--- src/rtl/tom_bus_pkg.sv ---
// Shared Tom internal-bus definitions: transfer width codes, responder FSM states
// and the width/offset to byte-enable helpers.
package tom_bus_pkg;

  localparam logic [3:0] W_BYTE   = 4'h1;
  localparam logic [3:0] W_WORD   = 4'h2;
  localparam logic [3:0] W_LONG   = 4'h4;
  localparam logic [3:0] W_PHRASE = 4'h8;

  typedef enum logic [1:0] {
    IDLE,
    WAIT,
    ACK
  } rsp_state_t;

  function automatic logic width_ok(input logic [3:0] w);
    return (w == W_BYTE) || (w == W_WORD) || (w == W_LONG) || (w == W_PHRASE);
  endfunction

  // Offset aligned down to the transfer size; illegal widths collapse to 0.
  function automatic logic [2:0] align_off(input logic [3:0] w, input logic [2:0] off);
    case (w)
      W_BYTE:  return off;
      W_WORD:  return {off[2:1], 1'b0};
      W_LONG:  return {off[2], 2'b00};
      default: return 3'b000;
    endcase
  endfunction

  function automatic logic [7:0] byte_enables(input logic [3:0] w, input logic [2:0] off);
    logic [2:0] o;
    o = align_off(w, off);
    case (w)
      W_BYTE:   return 8'h01 << o;
      W_WORD:   return 8'h03 << o;
      W_LONG:   return 8'h0F << o;
      W_PHRASE: return 8'hFF;
      default:  return 8'h00;
    endcase
  endfunction

endpackage

--- src/rtl/tom_bus_lanes.sv ---
// Combinational lane steerer: RD=0 aligns write data onto lanes, RD=1 justifies read data.
// The justification shifters exist only with TOM_BUSRSP_JUSTIFY_EN defined.
module tom_bus_lanes #(
  parameter bit RD = 1'b0
) (
  input  logic [63:0] data,
  input  logic [2:0]  off,
  input  logic [7:0]  be,
  input  logic        justify,
  output logic [63:0] q
);

  logic [63:0] lane_mask;

  always_comb begin
    lane_mask = '0;
    for (int unsigned k = 0; k < 8; k++) begin
      lane_mask[8*k +: 8] = {8{be[k]}};
    end
  end

`ifdef TOM_BUSRSP_JUSTIFY_EN
  logic [5:0] sh;
  assign sh = {off, 3'b000};

  generate
    if (RD) begin : g_rd
      // Mask first so only the enabled lanes land in the low bytes.
      assign q = justify ? ((data & lane_mask) >> sh) : (data & lane_mask);
    end else begin : g_wr
      assign q = (justify ? (data << sh) : data) & lane_mask;
    end
  endgenerate
`else
  // Lane-placed data is the same masking in both directions.
  localparam bit unused_rd = RD;
  logic unused_steer;
  assign unused_steer = ^{off, justify};
  assign q = data & lane_mask;
`endif

endmodule

--- src/rtl/tom_busrsp.sv ---
// Tom internal-bus responder: window decode, wait-state FSM, 64-bit byte-masked bank.
// Justified transfers are honoured only when TOM_BUSRSP_JUSTIFY_EN is defined.
module tom_busrsp
  import tom_bus_pkg::*;
#(
  parameter logic [23:0] BASE        = 24'hF1C000,
  parameter int unsigned AW          = 4,
  parameter int unsigned WAIT_STATES = 1
) (
  input  logic        clk_0,
  input  logic        reset,
  input  logic        mreq,
  input  logic [23:0] a,
  input  logic        rw,
  input  logic [3:0]  w,
  input  logic        justify,
  input  logic [63:0] din,
  output logic        ack,
  output logic [63:0] dout,
  output logic        dout_oe,
  output logic        err
);

  localparam int unsigned NPH     = 1 << AW;
  localparam logic [3:0]  WS_LOAD = (WAIT_STATES > 0) ? 4'(WAIT_STATES - 1) : 4'd0;

  rsp_state_t     state, state_d;
  logic [3:0]     cnt, cnt_d;
  logic           hit, accept;
  logic [AW-1:0]  a_idx, cap_idx;
  logic [2:0]     a_off, cap_off;
  logic [7:0]     a_be, cap_be;
  logic           cap_rw, cap_justify;
  logic [63:0]    cap_din, cap_rdata;
  logic [63:0]    wr_aligned, rd_phrase, rd_steered;
  logic [63:0]    bank [NPH];

  assign hit    = mreq && (a[23:3+AW] == BASE[23:3+AW]);
  assign accept = hit && (state != WAIT);
  assign a_idx  = a[3+AW-1:3];
  assign a_off  = align_off(w, a[2:0]);
  assign a_be   = byte_enables(w, a[2:0]);
  assign ack    = (state == ACK);

  always_comb begin
    state_d = state;
    cnt_d   = cnt;
    case (state)
      IDLE, ACK: begin
        if (hit) begin
          if (WAIT_STATES == 0) begin
            state_d = ACK;
          end else begin
            state_d = WAIT;
            cnt_d   = WS_LOAD;
          end
        end else begin
          state_d = IDLE;
        end
      end
      WAIT: begin
        if (cnt == '0) state_d = ACK;
        else           cnt_d   = cnt - 4'd1;
      end
      default: state_d = IDLE;
    endcase
  end

  always_ff @(posedge clk_0) begin
    if (reset) begin
      state <= IDLE;
      cnt   <= '0;
    end else begin
      state <= state_d;
      cnt   <= cnt_d;
    end
  end

  always_ff @(posedge clk_0) begin
    if (accept) begin
      cap_idx     <= a_idx;
      cap_off     <= a_off;
      cap_be      <= a_be;
      cap_rw      <= rw;
      cap_justify <= justify;
      cap_din     <= din;
      cap_rdata   <= rd_steered;
    end
  end

  tom_bus_lanes #(.RD(1'b0)) u_wr_lanes (
    .data    (cap_din),
    .off     (cap_off),
    .be      (cap_be),
    .justify (cap_justify),
    .q       (wr_aligned)
  );

  tom_bus_lanes #(.RD(1'b1)) u_rd_lanes (
    .data    (rd_phrase),
    .off     (a_off),
    .be      (a_be),
    .justify (justify),
    .q       (rd_steered)
  );

  // A read captured on a write's ACK edge sees the lanes that edge is writing.
  always_comb begin
    rd_phrase = bank[a_idx];
    if (state == ACK && !cap_rw && cap_idx == a_idx) begin
      for (int unsigned k = 0; k < 8; k++) begin
        if (cap_be[k]) rd_phrase[8*k +: 8] = wr_aligned[8*k +: 8];
      end
    end
  end

  always_ff @(posedge clk_0) begin
    if (!reset && state == ACK && !cap_rw) begin
      for (int unsigned k = 0; k < 8; k++) begin
        if (cap_be[k]) bank[cap_idx][8*k +: 8] <= wr_aligned[8*k +: 8];
      end
    end
  end

  // With no wait states the access enters ACK on its capture edge, so data comes from the inputs.
  always_ff @(posedge clk_0) begin
    if (reset) begin
      dout    <= '0;
      dout_oe <= 1'b0;
      err     <= 1'b0;
    end else begin
      if (state_d == ACK) begin
        if (accept) begin
          dout    <= rw ? rd_steered : '0;
          dout_oe <= rw;
        end else begin
          dout    <= cap_rw ? cap_rdata : '0;
          dout_oe <= cap_rw;
        end
      end else begin
        dout    <= '0;
        dout_oe <= 1'b0;
      end
      if ((hit && state == WAIT) || (accept && !width_ok(w))) err <= 1'b1;
    end
  end

endmodule

--- config.mk ---
export PLATFORM = sky130hd
export DESIGN_NAME = tom_busrsp
export DESIGN_NICKNAME = d
export VERILOG_FILES = /design/src/rtl/tom_bus_pkg.sv /design/src/rtl/tom_bus_lanes.sv /design/src/rtl/tom_busrsp.sv
export SDC_FILE = /design/constraint.sdc
export NUM_CORES = 1
export LEC_CHECK = 0
export CORE_ASPECT_RATIO = 0.5
export CORE_MARGIN = 4
export CORE_UTILIZATION = 40
export CTS_BUF_LIST = sky130_fd_sc_hd__clkbuf_16
export DETAILED_ROUTE_END_ITERATION = 6
export DONT_BUFFER_PORTS = 1
export REMOVE_ABC_BUFFERS = 1
export SLEW_MARGIN = 25
export SYNTH_ARGS = -nofsm -noshare
export SYNTH_HDL_FRONTEND = slang
export SYNTH_SLANG_ARGS = --single-unit
--- constraint.sdc ---
create_clock -name clk_0 -period 6.2 [get_ports clk_0]
set_input_delay 1.24 -clock clk_0 [delete_from_list [all_inputs] [get_ports clk_0]]
set_output_delay 1.24 -clock clk_0 [all_outputs]
set_load 0.02 [all_outputs]
==> results.ini <==
[critical_path]
crit_fanout = 247
cp-start-kind = input port
r2r_end = bank[7][33]$_DFFE_PP_
cp_slowest_cell = and2_1
worstPathRequired_ns = 6.77
worstPathCellList = xnor2_1 -> and2_1 -> nand3_1 -> a21oi_1 -> a22o_1
critical_path.reg2reg.startpoint = cap_idx[2]$_DFFE_PP_
endpoint_kind = register
reg2reg_depth = 3
slowest_delay_ns = 0.77
r2r_slack_ns = 3.12
critPathKind = input port to register
worst_ep_arrival_time_ns = 4.22

[clock_network]
cts.sinks = 1237
ctsHoldBuffers = 0
clockBufferDepth = 3
ctsResizeCount = 0
cts.clk_slew.worst_paths_ns = 0.06
h-tree-depth = 3
cts_inserted_buffers = 112
post_cts_buffers = 0
cts-root-buf = clkbuf_16
clk_latency_ns = 0.72
tritoncts = done

[synthesis]
synth.distinct_cells = 66
synth_most_common_cell = edfxtp_1
yosys_warnings = 0
synth_top_cell_area_share_pct = 73.3
synthArstFlopShare_pct = 0
synth_area_leader_cell = edfxtp_1
synth_edf_count = 1164
yosys-top-cells-area = edfxtp_1 (73%), mux4_2 (12%), dfxtp_1 (3.1%)
syn-instance-count = 2424
synth_common_cells = edfxtp_1 (1164), mux4_2 (250), nor2_1 (138), nand2_1 (103), dfxtp_1 (73)
synth_flop_cell = edfxtp_1
seq_area_frac_synth_pct = 76.4
ys_ff_latch = 1237
synth_area_sq_um = 47700
syn_avg_cell_area_sq_um = 19.7

[place]
gp_congestion = 0.772
dpl_worst_slack_ns = 2.35
port_buffers = 0
dpl.hpwl_mm = 62.0

[route]
postRouteAntennaNets = 0
drtIter0Drc = 2313
wl_met1_mm = 44.9
drt-vias-per-instance = 5.56
firstDrtPassIters = 5
post_drt_wl_per_cell_um = 25.8
drc = 0
highest_layer = met5
met3WireLength_mm = 6.59
dr_wl_met2_mm = 51.9
via_count = 22800
routed_wl_mm = 106

[min_path]
hp-class = register to register
holdPathStages = 1
min-delay-start = cap_rdata[44]$_DFFE_PP_
min_to = dout[44]$_SDFF_PP0_

[sta]
layout_min_cycle_time_ns = 3.65
setup-tns-final_ns = 0
layout_setup_ws_ns = 2.55
rsz0062_at_grt = false
finalHoldViolCount = 0
skew_ns = 0.0138
worst_pin_slew_ns = 1.10
slew_viol_final = 0
max_slew_margin_pct = 26.3
fmax_ghz = 0.274
setup_viol = 0
fin_crit_sh_pct = 58.8

[floorplanning]
start_util_pct = 40.3
core_sq_um = 118000
io_pins = 164
rows = 89
dieArea_sq_um = 125000
die_h_um = 252
die_w_um = 496

[finish]
diodes = 0
drive_gt1_share_pct = 18.5
fin_nets = 2518
syn_to_final_growth_pct = 10.5
final_util_pct = 44.6
fillers = 9952

[outcome]
outcome = finished clean

[grt]
grt_max_degree = 248
antenna_found_initial = 4
grt_usage_pct = 16.9
grt_pass1_vias = 23300
gr-total-overflow = 0
grt_pass1_wl_mm = 157

[flow_run]
drv_cap = 0

[power_and_ir_drop]
ir_worst_vdd_v = 0.000202
p_leak_uw = 0.0168
power_density_nw_per_um2 = 302

## per-layer routing
metal	track usage, %	up-vias
met4	4.14	6
met2	27.6	691
li1	-	9843
met3	3.55	179
met5	0	-
met1	23.6	12100
## how the worst max path moves through the flow
| stage | from | end | slack [ns] | cells after the start |
|---|---|---|---|---|
| 2_1_floorplan | a[18] | cap_be[0]$_DFFE_PP_ | 0.54 | 3 |
| 3_3_place_gp | a[5] | cap_rdata[9]$_DFFE_PP_ | 2.37 | 5 |
| 3_5_place_dp | a[18] | cap_din[19]$_DFFE_PP_ | 2.35 | 4 |
| 4_1_cts | state[0]$_SDFF_PP0_ | bank[15][11]$_DFFE_PP_ | 3.11 | 5 |
| 5_1_grt | a[5] | cap_rdata[19]$_DFFE_PP_ | 2.93 | 5 |
| 6_report | a[5] | cap_rdata[14]$_DFFE_PP_ | 2.55 | 5 |
## power breakdown
part / internal (uW) / switching (uW)
Combinational: 219 / 125
Sequential: 9000 / 0.00411
Clock: 3530 / 3010
Total: 12800 / 3130
## registers in the layout, indices dropped and copies added (netlist names), 2 cells and up
name,flops
bank,1024
cap_be,8
cap_din,64
cap_idx,4
cap_rdata,64
cnt,4
dout,64
state,2
## cell type report
class | instances | area [sq um] | area share, %
clock buffers | 117 | 2930 | 5.56
clock inverters | 93 | 528 | 1.00
inverters | 17 | 66.3 | 0.126
multi-input cells | 1039 | 10600 | 20.2
flip-flops and latches | 1237 | 36400 | 69.2
well taps | 1592 | 1990 | 3.78
repair buffers | 12 | 115 | 0.219
## cell families after synthesis
family / synth area share (%)
AOI/OAI and AO/OA: 3.42
xor gates and xnor gates: 0.0919
adders and majority gates: 0.0525
buffers and inverters: 1.43
DFF: 76.4
muxes: 13.5
and+or+nand+nor: 5.07
## cell usage in the layout, fill, tap and decap left out, drive strengths merged, types with 52 or more instances in the layout
master	n
edfxtp	1164
mux4	250
nor2	138
clkbuf	117
nand2	103
dfxtp	73
and2	70
and3	59
clkinv	53
inv	52
## critical path, delay by kind of cell
kind,cells,cell delay [ns]
compound gates,2,1.00
xor+xnor,1,0.58
simple gates,2,0.96
## metrics by stage
step | power (uW) | area [sq um] | hold slack, ns | cells
2_1_floorplan | 9460 | 47100 | 0.439 | 2293
3_3_place_gp | 9520 | 49200 | 0.447 | 3895
3_5_place_dp | 9520 | 49200 | 0.451 | 3896
4_1_cts | 16000 | 52600 | 0.466 | 4106
5_1_grt | 16400 | 52700 | 0.485 | 4107
6_report | 15900 | 52700 | 0.465 | 4107
No activity file was read; power rests on OpenSTA's default activity.
